==> src/rtl/irq_sched.sv <==
// rtl/irq_sched.sv - interrupt controller/scheduler between interrupt sources and the CPU
//
// Purpose:
//   Latches rising edges of NSRC level interrupt lines into pending bits,
//   masks them, raises a single IRQ to the CPU, selects the highest-priority
//   (lowest index) eligible source on Ack and keeps it in service until
//   software writes EOI.
//
// Optional feature macro: IRQC_TIMEOUT_EN
//   Defined   : service watchdog; a source left in service for TIMEOUT cycles
//               without EOI is dropped and a sticky error (CAUSE bit30) is set.
//               Any write to CAUSE clears the error.
//   Undefined : SERVE waits indefinitely, CAUSE bit30 reads 0, CAUSE writes
//               are ignored.
//
// Ports:
//   Clk    in   1     system clock
//   Reset  in   1     asynchronous active-low reset
//   Addr   in   30    word address [31:2]; only Addr[3:2] decoded
//   WE     in   1     register write strobe
//   Din    in   32    write data
//   Dout   out  32    read data, combinational from Addr[3:2]
//   Src    in   NSRC  level interrupt lines
//   Ack    in   1     CPU has taken the interrupt exception (one-cycle pulse)
//   IRQ    out  1     interrupt request to the CPU
//
// Register map (Addr[3:2]):
//   0 MASK  RW   [NSRC-1:0], 1 = enabled
//   1 PEND  R/W1C
//   2 CAUSE RO   bit31 in-service valid, bit30 timeout error, [2:0] id
//   3 EOI   WO   any write ends service; reads 0

module irq_sched #(
   parameter int NSRC    = 4,
   parameter int TIMEOUT = 1024
) (
   input  logic            Clk,
   input  logic            Reset,
   input  logic [31:2]     Addr,
   input  logic            WE,
   input  logic [31:0]     Din,
   output logic [31:0]     Dout,
   input  logic [NSRC-1:0] Src,
   input  logic            Ack,
   output logic            IRQ
);

   typedef enum logic [1:0] {
      S_IDLE  = 2'd0,
      S_REQ   = 2'd1,
      S_SERVE = 2'd2
   } state_t;

   state_t          state;
   state_t          state_nx;

   logic [NSRC-1:0] mask;
   logic [NSRC-1:0] pend;
   logic [NSRC-1:0] pend_nx;
   logic [NSRC-1:0] src_q;
   logic [NSRC-1:0] src_edge;
   logic [NSRC-1:0] eligible;
   logic [NSRC-1:0] take_clr;
   logic [NSRC-1:0] w1c_clr;
   logic [2:0]      id;
   logic [2:0]      winner;
   logic            any_eligible;
   logic            valid;
   logic            error;
   logic            take;
   logic            timeout_hit;

   logic [1:0]      sel;
   logic            wr_mask;
   logic            wr_pend;
   logic            wr_cause;
   logic            wr_eoi;

   // Upper address bits and Din bits beyond the source count are don't-care.
   logic            unused_bits;
   assign unused_bits = ^{Addr[31:4], Din[31:NSRC], wr_cause};

   assign sel      = Addr[3:2];
   assign wr_mask  = WE && (sel == 2'd0);
   assign wr_pend  = WE && (sel == 2'd1);
   assign wr_cause = WE && (sel == 2'd2);
   assign wr_eoi   = WE && (sel == 2'd3);

   assign src_edge     = Src & ~src_q;
   assign eligible     = pend & mask;
   assign any_eligible = |eligible;

   // Lowest-index eligible source wins; scanning downward lets the lowest
   // set bit overwrite any higher one.
   always_comb begin
      winner = 3'd0;
      for (int i = NSRC - 1; i >= 0; i--) begin
         if (eligible[i]) begin
            winner = 3'(i);
         end
      end
   end

`ifdef IRQC_TIMEOUT_EN
   logic [31:0] svc_cnt;
   logic        wd_expired;
   assign wd_expired = (svc_cnt == 32'(TIMEOUT - 1));
`else
   logic        wd_expired;
   assign wd_expired = 1'b0;
`endif

   // Next-state and IRQ decode. IRQ comes purely from the state register so
   // it cannot glitch with bus or source activity.
   always_comb begin
      state_nx    = state;
      take        = 1'b0;
      timeout_hit = 1'b0;
      IRQ         = 1'b0;
      case (state)
         S_IDLE: begin
            if (any_eligible) begin
               state_nx = S_REQ;
            end
         end
         S_REQ: begin
            IRQ = 1'b1;
            if (Ack && any_eligible) begin
               take     = 1'b1;
               state_nx = S_SERVE;
            end else if (!any_eligible) begin
               state_nx = S_IDLE;
            end
         end
         S_SERVE: begin
            // EOI takes precedence over a watchdog expiring in the same cycle.
            if (wr_eoi) begin
               state_nx = S_IDLE;
            end else if (wd_expired) begin
               timeout_hit = 1'b1;
               state_nx    = S_IDLE;
            end
         end
         default: begin
            state_nx = S_IDLE;
         end
      endcase
   end

   // Clears (W1C and Ack of the winner) are applied first and the new edges
   // OR-ed in last, so a fresh edge always survives a same-cycle clear.
   assign w1c_clr  = wr_pend ? Din[NSRC-1:0] : '0;
   assign take_clr = take ? (NSRC'(1) << winner) : '0;
   assign pend_nx  = (pend & ~w1c_clr & ~take_clr) | src_edge;

   always_ff @(posedge Clk or negedge Reset) begin
      if (!Reset) begin
         state <= S_IDLE;
         mask  <= '0;
         pend  <= '0;
         src_q <= '0;
         id    <= 3'd0;
         valid <= 1'b0;
      end else begin
         state <= state_nx;
         pend  <= pend_nx;
         src_q <= Src;
         if (wr_mask) begin
            mask <= Din[NSRC-1:0];
         end
         if (take) begin
            id <= winner;
         end
         // valid tracks residency in SERVE; id is left stale after EOI.
         valid <= (state_nx == S_SERVE);
      end
   end

`ifdef IRQC_TIMEOUT_EN
   always_ff @(posedge Clk or negedge Reset) begin
      if (!Reset) begin
         svc_cnt <= 32'd0;
         error   <= 1'b0;
      end else begin
         if (take) begin
            svc_cnt <= 32'd0;
         end else if (state == S_SERVE) begin
            svc_cnt <= svc_cnt + 32'd1;
         end
         // A timeout landing in the same cycle as a CAUSE write is kept.
         if (timeout_hit) begin
            error <= 1'b1;
         end else if (wr_cause) begin
            error <= 1'b0;
         end
      end
   end
`else
   logic unused_timeout;
   assign unused_timeout = timeout_hit;
   assign error          = 1'b0;
`endif

   always_comb begin
      Dout = 32'd0;
      case (sel)
         2'd0: Dout[NSRC-1:0] = mask;
         2'd1: Dout[NSRC-1:0] = pend;
         2'd2: begin
            Dout[31]  = valid;
            Dout[30]  = error;
            Dout[2:0] = id;
         end
         default: Dout = 32'd0;
      endcase
   end

endmodule

==> config.mk <==
export PLATFORM = sky130hd
export DESIGN_NAME = irq_sched
export DESIGN_NICKNAME = d
export VERILOG_FILES = /design/src/rtl/irq_sched.sv
export SDC_FILE = /design/constraint.sdc
export NUM_CORES = 1
export LEC_CHECK = 0
export BUFFER_PORTS_ARGS = -buffer_cell sky130_fd_sc_hd__buf_2
export CAP_MARGIN = 20
export CORE_MARGIN = 2
export CORE_UTILIZATION = 38
export DETAILED_ROUTE_END_ITERATION = 16
export PLACE_DENSITY = 0.83
export SLEW_MARGIN = 10
export SYNTH_ARGS = -nofsm -noshare
export SYNTH_HDL_FRONTEND = slang
export SYNTH_SLANG_ARGS = --single-unit
==> constraint.sdc <==
create_clock -name Clk -period 2.9 [get_ports Clk]
set_input_delay 0.145 -clock Clk [delete_from_list [all_inputs] [get_ports Clk]]
set_output_delay 0.145 -clock Clk [all_outputs]
set_load 0.02 [all_outputs]
==> flow_metrics.tcl, run 1 <==
set metrics [dict create \
    power_per_cell_area_mw_per_mm2 684 \
    r2r_setup_slack_ns 1.59 \
    die_x_um 56.0 \
    grt_util_met3_pct 2.09 \
    fin_nets 200 \
    drt_iter0_markers 16 \
    leakage_nw 0.552 \
    ys_seq_area_share_pct 41.5 \
    multi_input_area_um2 468 \
    cts_resized 0 \
    synthToLayoutAreaGrowth_pct 8.54 \
    placed_cells 150 \
    grt_usage_pct 12.5 \
    arrival_ns 1.19 \
    drc 0 \
    hp-class "primary input to flop" \
    syn-instance-count 104 \
    synth-seq-cells 17 \
    ys_warn_count 0 \
    rr_endpoint "pend[2]$_DFF_PN0_" \
    ios 103 \
    fillers 260 \
    clock-root-buffer "clkbuf_4" \
    async_flop_share_pct 100 \
    clock_latency_ns 0.28 \
    setup_viol_count_final 0 \
    outcome "complete, no violations" \
    cp-endpoint "Dout[1]" \
    synth_largest_area_cell "dfrtp_1" \
    ys_types 25 \
    ys_top_cells_by_area "dfrtp_1 41%, buf_4 20%, mux2_2 4.4%, nand2_1 4.0%, mux2i_1 3.9%" \
    synth_area_per_cell_um2 9.87 \
    worstPathMaxFanout 5 \
    synth_edf_count 0 \
    rows 18 \
    final_area_mm2 0.00111 \
    cts_setup_buffers 0 \
    antenna_found_initial 0 \
    h-tree-depth 1 \
    busiest_layer "met2" \
    regArea_um2 425 \
    fin_crit_ns 1.34 \
    fin_setup_tns_ns 0 \
    whs_ns 0.0735 \
    vias 760 \
    cap_violations 0 \
    placed_area_mm2 0.00104 \
    rsz0062_at_grt "false" \
    ir_drop_mv 0.362 \
    cts_tree "yes" \
    syn-cell-area_mm2 0.00103 \
    hold_buffers 5 \
    gp_congestion 0.793 \
    vias_per_cell 4.78 \
    timing.rr.start "mask[0]$_DFFE_PN0P_" \
    slew_viol_final 0 \
    firstDrtPassIters 4 \
    grtUsageMet1_pct 14.8 \
    initial_core_util_pct 40.7 \
    wl_mm 1.80 \
    wl_per_cell_um 11.3 \
    worst_setup_path_start_kind "flop" \
    chipHeight_um 56.0 \
    period_share_pct 46.2 \
    clock_path_buffers 2 \
    grt_max_degree 18 \
    hpwlAfterDp_mm 1.41 \
    drive_gt1_share_pct 23.3 \
    cp-startpoint "mask[1]$_DFFE_PN0P_" \
    fp.coreArea_mm2 0.00252 \
    critPathCaptureType "output port" \
    critical_path_class "flop to output port" \
    fmax_mhz 747 \
    antenna_cells 0 \
    portBuffers 19 \
    grt_pass1_wl_mm 3.12 \
    r2r.worst_path.cells 4 \
    synth_ff_type "dfrtp_1" \
    numCtsBuffers 3 \
    synth_top_area_share_pct 41.5 \
    use_met2_pct 22.2 \
    clock-sinks 17 \
    ant_nets 0 \
    fp.dieArea_mm2 0.00313 \
    final_core_util_pct 44.1 \
    finalClockSkew_ns 0.00141 \
    fin_cells 159 \
    finalHoldViolations 0 \
    crit_required_ns 2.76 \
    grt_pass1_vias 733 \
    clk_pin_slew_worst_paths_ns 0.09 \
    overflow 0 \
]
## cells by family (layout without fill, tap and decap cells)
family | Yosys count | in the layout | synth area share [%]
other | 1 | 27 | 0.366
AOI/OAI and AO/OA | 16 | 16 | 11.0
buffers and inverters | 32 | 31 | 22.4
DFF | 17 | 17 | 41.5
and+or+nand+nor | 30 | 30 | 16.5
muxes | 8 | 8 | 8.29
## worst min path at each step
stage | from | endpoint | cells past startpoint
4_1_cts | Ack | state[0]$_DFF_PN0_ | 2
3_3_place_gp | Reset | src_q[2]$_DFF_PN0_ | 1
5_1_grt | Ack | state[0]$_DFF_PN0_ | 2
6_report | Ack | state[0]$_DFF_PN0_ | 2
2_1_floorplan | Reset | id[0]$_DFFE_PN0P_ | 0
3_5_place_dp | Reset | src_q[2]$_DFF_PN0_ | 1
## cells in the final DEF (no fill, tap or decap)
cell type,instances
dlygate4sd3_1,5
nand2b_1,1
inv_1,3
mux2i_1,4
nor2_1,6
mux2_2,4
a32o_1,3
o21ai_0,2
dfrtp_1,17
conb_1,27
nor3b_4,1
a21oi_1,5
buf_2,19
clkbuf_1,1
nand3b_1,2
and2b_1,1
nor2b_4,1
a22o_1,2
nand3_1,4
nor2b_1,1
nand2_1,11
and2_4,2
o22ai_1,2
a211oi_1,1
clkbuf_4,3
o211a_1,1
## cells in the mapped netlist (2+ instances only)
| cell type | instances |
|---|---|
| buf_4 | 27 |
| a22o_1 | 2 |
| nand3b_1 | 2 |
| mux2i_1 | 4 |
| nor2_1 | 6 |
| nand3_1 | 4 |
| o22ai_1 | 2 |
| o21ai_0 | 2 |
| inv_1 | 3 |
| a32o_1 | 3 |
| dfrtp_1 | 17 |
| and2_4 | 2 |
| nand2_1 | 11 |
| mux2_2 | 4 |
| a21oi_1 | 5 |
## critical path, stage by stage, from the launching register on
cell and delay, ns:
dfrtp_1 0.41, mux2i_1 0.08, o21ai_0 0.21, buf_2 0.21
## sequential cells by signal (all words and copies together) (netlist names)
| name | cells |
|---|---|
| id | 2 |
| valid | 1 |
| pend | 4 |
| mask | 4 |
| state | 2 |
| src_q | 4 |
## per-layer routing
layer | vias to the layer above | routed length, um
met2 | 46 | 887
met3 | 2 | 152
met1 | 366 | 749
met4 | 0 | 15
met5 | - | 0
li1 | 346 | -
## per-stage QoR
| step | total power, mW | setup WS [ns] |
|---|---|---|
| 5_1_grt | 0.820 | 1.51 |
| 6_report | 0.762 | 1.56 |
| 3_3_place_gp | 0.622 | 1.61 |
| 4_1_cts | 0.762 | 1.59 |
| 2_1_floorplan | 0.589 | 1.60 |
| 3_5_place_dp | 0.637 | 1.61 |
## cell type report
cell class / count / area share [%]
clock buffer: 4 / 2.36
inverter: 3 / 1.01
multi-input combinational: 81 / 42.0
sequential: 17 / 38.2
tap: 30 / 3.37
timing repair buffer: 24 / 13.0
## where the power goes
group	switching [mW]	internal, mW	leakage, nW
clock	0.0675	0.0534	0.0150
sequential	0.0603	0.303	0.196
combinational	0.160	0.117	0.341
total	0.288	0.473	0.552
(Power assumes the default switching activity.)
==> run 2: changes to the inputs <==
- CORE_UTILIZATION: 38 -> 35
- PLACE_DENSITY: 0.83 -> 0.77
- clock period: 2.9 -> 1.4 ns (I/O delays scaled with it)
==> flow_metrics.tcl, run 2 (same netlist as run 1, synthesis figures left out) <==
set metrics [dict create \
    outcome "complete, no violations" \
    overflow 0 \
    ir_drop_mv 0.945 \
    critPathBufInv 0 \
    final_cell_mix "27 x conb_1, 19 x buf_2, 17 x dfrtp_1" \
    reg_top3 "mask: 4 flops, pend: 4 flops, src_q: 4 flops" \
    drive_gt1_share_pct 25.0 \
    critPathCaptureType "flop" \
    final_common_cell "conb_1" \
    max_stage_delay_ns 0.43 \
    swShare_pct 38.0 \
    leakage_nw 0.568 \
    firstDrtPassIters 4 \
    h-tree-depth 1 \
    power_per_cell_area_mw_per_mm2 1410 \
    hpwlAfterDp_mm 1.47 \
    grt_max_degree 18 \
    chipHeight_um 58.1 \
    antenna_cells 0 \
    placed_cells 153 \
    hp-class "primary input to flop" \
    worstPathCellList "a22o_1 > nor2_1 > nand2_1 > a32o_1" \
    die_x_um 58.1 \
    clock-sinks 17 \
    arrival_ns 1.48 \
    finalClockSkew_ns 0.00651 \
    setup_viol_count_final 0 \
    cap_violations 0 \
    fmax_mhz 773 \
    cts_tree "yes" \
    fin_nets 203 \
    fin_crit_ns 1.29 \
    slew_viol_final 0 \
    antenna_found_initial 0 \
    fin_cells 163 \
    fillers 285 \
    wl_per_cell_um 11.1 \
    rsz0062_at_grt "false" \
    clk_pin_slew_worst_paths_ns 0.10 \
    finalHoldViolations 0 \
    period_share_pct 92.4 \
    synthToLayoutAreaGrowth_pct 11.2 \
    grt_pass1_vias 677 \
    initial_core_util_pct 36.9 \
    power.switching_mw 0.612 \
    internal_power_mw 0.996 \
    drt_iter0_markers 12 \
    rows 19 \
    pwr-share-comb_pct 37.7 \
    clock_path_buffers 2 \
    ios 103 \
    vias 741 \
    fp.dieArea_mm2 0.00338 \
    clock_latency_ns 0.29 \
    worstPathMaxFanout 4 \
    clock_power_share_pct 15.9 \
    seqPwrFrac_pct 46.5 \
    gp_congestion 0.765 \
    grt_usage_pct 11.3 \
    power_mw 1.61 \
    worst_setup_path_start_kind "flop" \
    grt_pass1_wl_mm 2.94 \
    cp_slowest_cell "dfrtp_1" \
    place_ws_ns 0.119 \
    crit_required_ns 1.59 \
    critical_path_class "flop to flop" \
    numCtsBuffers 3 \
    vias_per_cell 4.55 \
    drc 0 \
    ant_nets 0 \
    crit_family "compound AO/OA/AOI/OAI gates" \
    final_core_util_pct 41.0 \
    cts_resized 0 \
    fin_setup_tns_ns 0 \
    wl_mm 1.82 \
    fp.coreArea_mm2 0.00278 \
    portBuffers 19 \
    clock-root-buffer "clkbuf_4" \
    fin_ws_ns 0.106 \
]
## run 2: cell types whose count changed in the layout (fill, tap and decap cells not counted), sizes merged
cell	change
clkbuf	-1
dlygate4sd3	+1
buf	+2
clkinv	+1
## run 2: final cells by class
class	instances	area, um2	area share [%]
sequential	17	425	37.3
timing repair buffer	27	170	14.9
tap	31	38.8	3.40
inverter	3	11.3	0.987
multi-input combinational	81	468	41.0
clock inverter	1	5.00	0.439
clock buffer	3	22.5	1.97
## run 2: power groups by stage
stage,Clock (mW),Combinational [mW],Sequential (mW)
floorplan,0,0.497,0.723
global placement,0,0.572,0.744
detailed placement,0,0.599,0.757
CTS,0.265,0.613,0.748
global route,0.284,0.671,0.761
finish,0.255,0.606,0.747
## run 2: worst paths after layout
| kind | from | endpoint | slack (ns) | cells past startpoint |
|---|---|---|---|---|
| setup / recovery | pend[0]$_DFF_PN0_ | pend[2]$_DFF_PN0_ | 0.11 | 4 |
| hold / removal | Din[1] | mask[1]$_DFFE_PN0P_ | 0.03 | 2 |
| setup reg to reg | pend[0]$_DFF_PN0_ | pend[2]$_DFF_PN0_ | 0.11 | 4 |
| hold reg to reg | state[1]$_DFF_PN0_ | state[0]$_DFF_PN0_ | 0.49 | 1 |
| max in group asynchronous | Reset | src_q[3]$_DFF_PN0_ | 0.91 | 2 |
| min in group asynchronous | Reset | pend[2]$_DFF_PN0_ | 0.21 | 2 |
## run 2: layer usage
| metal | global-route usage (%) | wire length, um | vias to the layer above |
|---|---|---|---|
| met1 | 13.5 | 810 | 346 |
| met5 | 0 | 0 | - |
| li1 | - | - | 354 |
| met2 | 19.6 | 850 | 39 |
| met4 | 4.98 | 10 | 0 |
| met3 | 2.23 | 146 | 2 |
## run 2: what timing repair did
| item | CTS | global route |
|---|---|---|
| buffers inserted | 0 | 0 |
| hold buffers | 6 | 0 |
| hold endpoints to repair | 22 | 0 |
## run 2: stage by stage
step	hold WS (ns)	cell area (um2)
global placement	0.000688	1050
CTS	0.0190	1140
global route	0.0192	1140
finish	0.0277	1140
detailed placement	0.0154	1050
floorplan	-0.226	1120
